File: src/rtl/core_seq.sv
// core_seq -- run controller for the single-cycle core.
//
// Owns the start/done handshake, gates every architectural update through
// core_run_en, arbitrates data memory between the core and a host loader,
// detects end-of-program (halt opcode or PC limit) and counts executed cycles.
//
// Optional feature: define CORE_SEQ_WATCHDOG_EN to abort runs that reach
// WDOG_LIMIT executed cycles without halting (timeout = 1).
//
// Ports:
//   clk              in   clock, rising edge
//   reset            in   asynchronous active-low reset
//   start            in   level request to (re)launch the program
//   host_mem_req     in   host requests data-memory ownership
//   host_mem_gnt     out  host owns data memory
//   core_pc          in   current PC from inst_fetch
//   core_halt        in   decoded halt instruction from control
//   core_fetch_reset out  forces inst_fetch PC to 0
//   core_run_en      out  qualifies PC advance, register and memory writes
//   busy             out  high in LAUNCH or RUN
//   done             out  program finished
//   timeout          out  last run ended by watchdog
//   cycle_count      out  executed-cycle count of the current/last run
module core_seq #(
    parameter int PC_WIDTH   = 11,
    parameter int HALT_PC    = 78,
    parameter int CYC_WIDTH  = 16,
    parameter int WDOG_LIMIT = 4095
) (
    input  logic                 clk,
    input  logic                 reset,
    input  logic                 start,
    input  logic                 host_mem_req,
    output logic                 host_mem_gnt,
    input  logic [PC_WIDTH-1:0]  core_pc,
    input  logic                 core_halt,
    output logic                 core_fetch_reset,
    output logic                 core_run_en,
    output logic                 busy,
    output logic                 done,
    output logic                 timeout,
    output logic [CYC_WIDTH-1:0] cycle_count
);

    typedef enum logic [2:0] {
        S_IDLE,
        S_LOAD,
        S_LAUNCH,
        S_RUN,
        S_DONE
    } state_t;

    localparam logic [PC_WIDTH-1:0]  HALT_PC_W = PC_WIDTH'(HALT_PC);
    localparam logic [CYC_WIDTH-1:0] WDOG_CNT  = CYC_WIDTH'(WDOG_LIMIT);

`ifdef CORE_SEQ_WATCHDOG_EN
    localparam logic WDOG_ON = 1'b1;
`else
    localparam logic WDOG_ON = 1'b0;
`endif

    state_t state;
    logic   halt_cond;
    logic   wdog_hit;

    assign halt_cond = core_halt || (core_pc >= HALT_PC_W);

    // A genuine halt wins over the watchdog, so timeout only flags runaways.
    assign wdog_hit = WDOG_ON && (state == S_RUN) && !halt_cond &&
                      (cycle_count >= WDOG_CNT);

    // Combinational so the halting instruction itself never commits.
    assign core_run_en = (state == S_RUN) && !halt_cond && !wdog_hit;

    // All outputs other than core_run_en are set on the transition edge,
    // so they are Moore outputs of the state being entered.
    always_ff @(posedge clk or negedge reset) begin
        if (!reset) begin
            state            <= S_IDLE;
            host_mem_gnt     <= 1'b0;
            core_fetch_reset <= 1'b0;
            busy             <= 1'b0;
            done             <= 1'b0;
            timeout          <= 1'b0;
            cycle_count      <= '0;
        end else begin
            case (state)
                S_IDLE, S_DONE: begin
                    if (host_mem_req) begin
                        // Leaving DONE for LOAD keeps cycle_count and timeout.
                        state        <= S_LOAD;
                        host_mem_gnt <= 1'b1;
                        done         <= 1'b0;
                    end else if (start) begin
                        state            <= S_LAUNCH;
                        core_fetch_reset <= 1'b1;
                        busy             <= 1'b1;
                        done             <= 1'b0;
                        timeout          <= 1'b0;
                        cycle_count      <= '0;
                    end
                end
                S_LOAD: begin
                    if (!host_mem_req) begin
                        state        <= S_IDLE;
                        host_mem_gnt <= 1'b0;
                    end
                end
                S_LAUNCH: begin
                    if (!start) begin
                        state            <= S_RUN;
                        core_fetch_reset <= 1'b0;
                    end
                end
                S_RUN: begin
                    if (start) begin
                        // Restart beats halt; counting starts over.
                        state            <= S_LAUNCH;
                        core_fetch_reset <= 1'b1;
                        cycle_count      <= '0;
                    end else begin
                        if (core_run_en && (cycle_count != '1))
                            cycle_count <= cycle_count + 1'b1;
                        if (halt_cond || wdog_hit) begin
                            state   <= S_DONE;
                            busy    <= 1'b0;
                            done    <= 1'b1;
                            timeout <= wdog_hit;
                        end
                    end
                end
                default: begin
                    state            <= S_IDLE;
                    host_mem_gnt     <= 1'b0;
                    core_fetch_reset <= 1'b0;
                    busy             <= 1'b0;
                    done             <= 1'b0;
                end
            endcase
        end
    end

endmodule

File: config.mk
export PLATFORM = sky130hd
export DESIGN_NAME = core_seq
export DESIGN_NICKNAME = d
export VERILOG_FILES = /design/src/rtl/core_seq.sv
export SDC_FILE = /design/constraint.sdc
export NUM_CORES = 1
export LEC_CHECK = 0
export CORE_MARGIN = 2
export CORE_UTILIZATION = 48
export CTS_CLUSTER_SIZE = 30
export DETAILED_ROUTE_END_ITERATION = 10
export GPL_TIMING_DRIVEN = 0
export MAX_ROUTING_LAYER = met4
export PLACE_DENSITY = 0.79
export SLEW_MARGIN = 20
export SYNTH_ARGS = -nofsm -noshare
export SYNTH_HDL_FRONTEND = slang
export SYNTH_SLANG_ARGS = --single-unit
export TNS_END_PERCENT = 5
File: constraint.sdc
create_clock -name clk -period 2.77 [get_ports clk]
set_clock_uncertainty 0.1 [all_clocks]
set_input_delay 0.554 -clock clk [delete_from_list [all_inputs] [get_ports clk]]
set_output_delay 0.554 -clock clk [all_outputs]
set_load 0.005 [all_outputs]
==> run metrics, run 1 <==
worst path required time=~2.1 ns; met2 Usage GRT=41.9%; htree depth=1; GRT Max-Usage Layer=met2; post-synthesis register bit count=23; Die W=57.9 um; clock slew at reported path FFs=0.13 ns; Final Hold Viols=0; Mapped Nets=around 180; fmax=about 380 MHz; cell area after layout=between 1500 and 2000 sq um; CP Buf/Inv Count=2; Layout Nets=roughly 220; IO buf count=35; height of the die=57.9 um; post-synthesis sequential area ratio=a little over 40%; Final ANT Viol Nets=0; max-cap violation count=0; Synth top area share=41.2%; layout cells sized above 1=between 9 and 10%; largest net degree at the start of global routing=24; syn_area_per_cell=~8.6 sq um; delay-heaviest family, CP=simple AND/OR/NAND/NOR gates; total number of vias=1498; first-pass GRT wire length=about 6500 um; unrepaired setup endpoints after global routing=false; Cell Chain, Critical Path=clkdlybuf4s50_1, or4_4, a211o_4, nor2_2, buf_2; Power Density=532 nW/um^2; Core Region=roughly 2800 sq um; run status=complete, no violations; number of global-route vias before repair=1455; # DRC=0; Crit Path Max Fanout=2; initial core utilization=just over 50%; Root Driver=clkbuf_4; final setup fails=0; met3 usage=between 3 and 4%; post-synth cell types=40; Clock Path Buffers=2; Setup crit end kind=primary output; dominant cell type by area after synthesis=dfrtp_1; Cell Count, Final, Fillers Out=between 200 and 250; DP Area=roughly 1800 sq um; Tcrit/Tclk final=96.1%; met1 usage=33.3%; fin. max-slew vios=0; die area=between 3000 and 4000 sq um; final antenna diode count=0; clock insertion delay at the later pin of the skew report=approximately 0.30 ns; grt ovf=0; path type of the worst min-delay path=input pin to async pin; Worst VDD drop=roughly 0.51 mV; slowest stage delay, CP=approximately 0.54 ns; Syn Inst Count=about 160; CTS tree=done; Post-Syn Area=about 1400 sq um; Wirelength per Cell=~16 um; Lkg Pwr=0.727 nW; crit path launch type=input pin; routed vias/inst=6.40; pre-CTS setup slack=-0.427 ns; DR pass1 iterations=4; total CTS buffers=3; # clock sinks=23; GRT Util Overall=around a quarter; Tightest Pin Transition=between 0.5 and 0.6 ns; Rows=19; kind of critical path=input pin to primary output; Area Growth Syn to Fin=30.8%; antenna violations before repair=0; IO Pins=38; Cell Count Post-Placement=228; post-DP HPWL=between 2000 and 3000 um; gpl congestion=approximately 0.87; Routed WL=between 3000 and 4000 um; Worst slew margin=61.0%; worst path arrival time=approximately 2 ns; Warnings, synthesis=0; Slowest-stage cell, CP=or4_4; Area contributors post-synth=dfrtp_1, a31oi_1, nand2_1; DRT iter0 DRCs=between 70 and 80; crit path time final=roughly 2.7 ns; post-route worst setup slack=between 0.1 and 0.15 ns
-- layer usage --
metal	vias to the layer above	share of wire [%]
li1	704	-
met1	719	41
met2	69	52
met3	6	6.5
met4	0	0.84
met5	-	0
-- synthesized netlist by cell type --
cell type	number
or4_4	1
a21oi_2	1
a21o_1	3
and2_1	2
buf_2	2
a211oi_4	1
nor3_1	4
nand4_1	4
ha_1	1
nor4_1	2
o211ai_1	7
dfrtp_1	23
a311o_1	1
a41oi_1	4
o22ai_1	1
nor2b_1	3
a31o_2	2
a31oi_1	13
o31ai_1	1
inv_1	3
o21ai_0	8
mux2i_1	1
nor3b_1	1
or3_1	1
buf_4	1
a21oi_1	13
nand2_1	21
conb_1	1
a311oi_1	1
a211o_2	1
clkbuf_2	1
or4_1	4
a32o_1	1
nor2_1	9
and4_1	3
nand3_1	8
and3_1	1
clkbuf_1	5
nand2_4	1
or2_2	1
-- repair_timing --
action,CTS,global route
setup endpoints to repair,1,1
hold buffers,0,0
resized for setup,4,2
pin swaps,2,0
buffers inserted,2,0
-- final timing paths --
check                                           startpoint                          end  slack, ns  cells after the start
worst min register to register            done$_DFFE_PN0P_             done$_DFFE_PN0P_       0.46                      2
max in group asynchronous                            reset   cycle_count[0]$_DFFE_PN0P_       2.11                      1
worst max-delay path                             core_halt                  core_run_en       0.11                      5
worst max register to register  cycle_count[0]$_DFFE_PN0P_  cycle_count[15]$_DFFE_PN0P_       0.50                      7
worst min-delay path                                 reset         state[0]$_DFFE_PN0P_       0.11                      1
min in group clk                          done$_DFFE_PN0P_             done$_DFFE_PN0P_       0.46                      2
-- kinds of logic (layout without fill, tap and decap cells) --
logic type | count (synthesis) | in the layout | synth area share (%)
adders and majority gates | 1 | 1 | 0.896
AOI/OAI and AO/OA | 58 | 58 | 28.3
muxes | 1 | 1 | 0.717
DFF | 23 | 23 | 41.2
buffers and inverters | 12 | 53 | 3.76
other | 1 | 1 | 0.269
and+or+nand+nor | 66 | 66 | 24.8
-- placed cells by master (no fill, tap or decap), types with 2 or more instances in the layout --
master and count:
a21oi_1 13, a31oi_1 13, a31o_2 2, buf_4 3, nor2_1 8, o211ai_1 7
clkdlybuf4s50_1 33, o21ai_0 8, nor2b_1 3, a41oi_1 4, nand4_1 4, and4_1 3
clkbuf_4 3, nor4_1 2, or4_1 4, nand2_1 21, dfrtp_1 23, clkbuf_1 6
buf_2 4, nor3_1 4, and2_1 2, nand3_1 8, inv_1 3, a21o_1 3
-- metrics by stage --
stage                     setup TNS [ns]  util [%]  hold WS [ns]  power (mW)
after global placement            -0.448      64.7         0.415       0.794
after global routing                   0      66.2         0.124        1.04
after detailed placement          -0.659      64.7         0.432       0.816
final                                  0      66.2         0.106       0.973
after CTS                              0      66.6         0.462       0.971
after floorplan                        0         -         0.158       0.657
-- flip-flops by register name (all words and copies together) (netlist names) --
| name | flops |
|---|---|
| cycle_count | 16 |
| done | 1 |
| host_mem_gnt | 1 |
| state | 3 |
| busy | 1 |
| core_fetch_reset | 1 |
-- power breakdown --
group	internal [mW]	switching (mW)
clock	0.0560	0.103
combinational	0.170	0.231
sequential	0.382	0.0299
-- layout make-up --
type | instances | area [sq um]
inverter | 3 | 11.3
sequential | 23 | 576
fill | 243 | 931
buffer | 9 | 41.3
multi-input combinational | 127 | 778
timing repair buffer | 37 | 355
tap | 31 | 38.8
clock buffer | 4 | 26.3
No activity file was read; power rests on OpenSTA's default activity.
==> inputs of run 2 (changes only) <==
- CORE_UTILIZATION: 48 -> 40
- DONT_BUFFER_PORTS: not set -> 1
- PLACE_DENSITY: 0.79 -> 0.65
==> run 2 against run 1 <==
Against the previous run:
- sequential cell count is the same
- critical path depth grew 2
- wire length fell by 9.0%
- combinational power decreased by 22%
- sequential share of layout area grew 7.2 points
- register-to-register slack got worse by 0.05 ns
- core utilization fell by 22 points
- first-iteration DRC count grew 8.0%
- fmax rose by 15%
- worst setup slack gained 0.34 ns
- largest power group unchanged
==> run metrics, run 2 (same netlist as run 1, synthesis figures left out) <==
Cell Count Post-Placement=208 (was 228); height of the die=63.1 um (was 57.9 um); crit path time final=2.32 ns (was 2.66 ns); fmax=431 MHz (was 376 MHz); Cell Count, Final, Fillers Out=213 (was 234); CTS hold repair buffers=1 (was 0); R2R cell count=7 (unchanged); Root Driver=clkbuf_4 (unchanged); max reg flops=16 (unchanged); Area Growth Syn to Fin=6.45% (was 30.8%); largest register by flop count=cycle_count (unchanged); initial core utilization=41.8% (was 50.6%); Cell Chain, Critical Path=ha_1, nand3_1, nor4_1, a21oi_2, buf_2, a21o_1, a31oi_1 (was clkdlybuf4s50_1, or4_4, a211o_4, nor2_2, buf_2); grt ovf=0 (unchanged); Lkg Pwr=0.594 nW (was 0.727 nW); DR pass1 iterations=4 (unchanged); Reg area=576 sq um (unchanged); Slowest-stage cell, CP=nor4_1 (was or4_4); Core Region=3340 sq um (was 2760 sq um); Tightest Pin Transition=0.645 ns (was 0.581 ns); commonest non-fill, non-tap cell in the layout=dfrtp_1 (was clkdlybuf4s50_1); final antenna diode count=0 (unchanged); DRT iter0 DRCs=81 (was 75); Power Density=603 nW/um^2 (was 532 nW/um^2); antenna violations before repair=0 (unchanged); Routed WL=3490 um (was 3830 um); fill cell count=358 (was 243); Die W=63.1 um (was 57.9 um); layout cells sized above 1=10.2% (was 9.85%); kind of critical path=flop to flop (was input pin to primary output); unrepaired setup endpoints after global routing=false (unchanged); crit path launch type=flop (was input pin); most frequent cells in the layout=dfrtp_1, nand2_1, a31oi_1, a21oi_1, nor2_1 (was clkdlybuf4s50_1, dfrtp_1, nand2_1, a31oi_1, a21oi_1); CTS tree=done (unchanged); # resized after CTS=0 (was 4); area taken by multi-input logic gates=768 sq um (was 778 sq um); Worst slew margin=56.6% (was 61.0%); total CTS buffers=3 (unchanged); Tot Pwr=0.896 mW (was 0.973 mW); GRT Util Overall=19.5% (was 25.3%); path type of the worst min-delay path=input pin to async pin (unchanged); highest metal used=met4 (unchanged); htree depth=1 (unchanged); Wirelength per Cell=16.4 um (about the same); routed vias/inst=6.21 (was 6.40); worst path arrival time=2.47 ns (was 2.01 ns); number of global-route vias before repair=1301 (was 1455); Tcrit/Tclk final=83.8% (was 96.1%); r2r setup slk=0.45 ns (was 0.50 ns); clock slew at reported path FFs=0.14 ns (was 0.13 ns); # clock sinks=23 (unchanged); met2 routed WL=1750 um (was 1990 um); slowest stage delay, CP=0.62 ns (was 0.54 ns); max-cap violation count=0 (unchanged); Crit Path Max Fanout=10 (was 2); Setup Buffers After CTS=0 (was 2); Reg-to-Reg End=cycle_count[4]$_DFFE_PN0P_ (was cycle_count[15]$_DFFE_PN0P_); Final ANT Viol Nets=0 (unchanged); worst r2r src=cycle_count[0]$_DFFE_PN0P_ (unchanged); total number of vias=1322 (was 1498); Final Hold Viols=0 (unchanged); Clock Path Buffers=2 (unchanged); met3 routed wirelength=141 um (was 248 um); WL met1=1540 um (was 1560 um); largest net degree at the start of global routing=24 (unchanged); die area=3980 sq um (was 3360 sq um); first-pass GRT wire length=6060 um (was 6530 um); Setup crit end kind=flop (was primary output); Layout Nets=185 (was 221); setup TNS=0 ns (unchanged); fin. max-slew vios=0 (unchanged); gpl congestion=0.898 (was 0.869); IO Pins=38 (unchanged); Rows=21 (was 19); IO buf count=0 (was 35); run status=complete, no violations (unchanged); # DRC=0 (unchanged); final setup fails=0 (unchanged); clock insertion delay at the later pin of the skew report=0.33 ns (was 0.30 ns); post-DP HPWL=2540 um (was 2830 um); worst path required time=2.92 ns (was 2.12 ns); Largest regs=cycle_count (16), state (3) (unchanged); Worst VDD drop=0.185 mV (was 0.511 mV)
[run 2: critical path: cells and delay by family (launching register included)]
family                   cells  cell delay, ns
AND/OR/NAND/NOR              2            0.74
adder cells (fa/ha/maj)      1            0.23
AO/OA/AOI/OAI                3            0.50
flip-flops                   1            0.46
buffers and inverters        1            0.21
[run 2: cell type report]
type,count,area share (%)
multi-input cells,127,51.7
flip-flops and latches,23,38.7
well taps,46,3.87
plain buffers,9,2.78
clock buffers,3,1.52
inverters,3,0.758
clock inverters,1,0.337
repair buffers,1,0.337
[run 2: report_power, final]
| part | internal (mW) | leakage, nW | total [mW] | switching [mW] |
|---|---|---|---|---|
| logic | 0.107 | 0.267 | 0.314 | 0.207 |
| clock network | 0.0543 | 0.0177 | 0.165 | 0.110 |
| registers | 0.382 | 0.310 | 0.417 | 0.0348 |
[run 2: metrics by stage]
| stage | util (%) | worst slack (ns) | instance area [sq um] | hold WS [ns] |
|---|---|---|---|---|
| 6_report | 44.5 | 0.449 | 1490 | 0.0749 |
| 5_1_grt | 44.5 | 0.236 | 1490 | 0.109 |
| 4_1_cts | 44.7 | 0.437 | 1490 | 0.235 |
| 3_5_place_dp | 43.6 | 0.373 | 1450 | 0.159 |
| 3_3_place_gp | 43.6 | 0.390 | 1450 | 0.159 |
| 2_1_floorplan | - | 0.504 | 1400 | 0.158 |
[run 2: worst max-delay path by stage]
stage                                    start                     endpoint  slack, ns  cells past startpoint
floorplan                           core_pc[9]   cycle_count[7]$_DFFE_PN0P_       0.50                      5
global placement                    core_pc[9]   cycle_count[7]$_DFFE_PN0P_       0.39                      5
detailed placement                  core_pc[9]  cycle_count[15]$_DFFE_PN0P_       0.37                      6
CTS                 cycle_count[0]$_DFFE_PN0P_  cycle_count[15]$_DFFE_PN0P_       0.44                      7
global route        cycle_count[0]$_DFFE_PN0P_  cycle_count[15]$_DFFE_PN0P_       0.24                      7
finish              cycle_count[0]$_DFFE_PN0P_   cycle_count[4]$_DFFE_PN0P_       0.45                      7
[run 2: routing by layer]
layer | vias to the layer above | track usage [%]
met1 | 662 | 24.2
met4 | 0 | 7.50
met2 | 25 | 31.6
met3 | 5 | 3.75
met5 | - | -
li1 | 630 | -
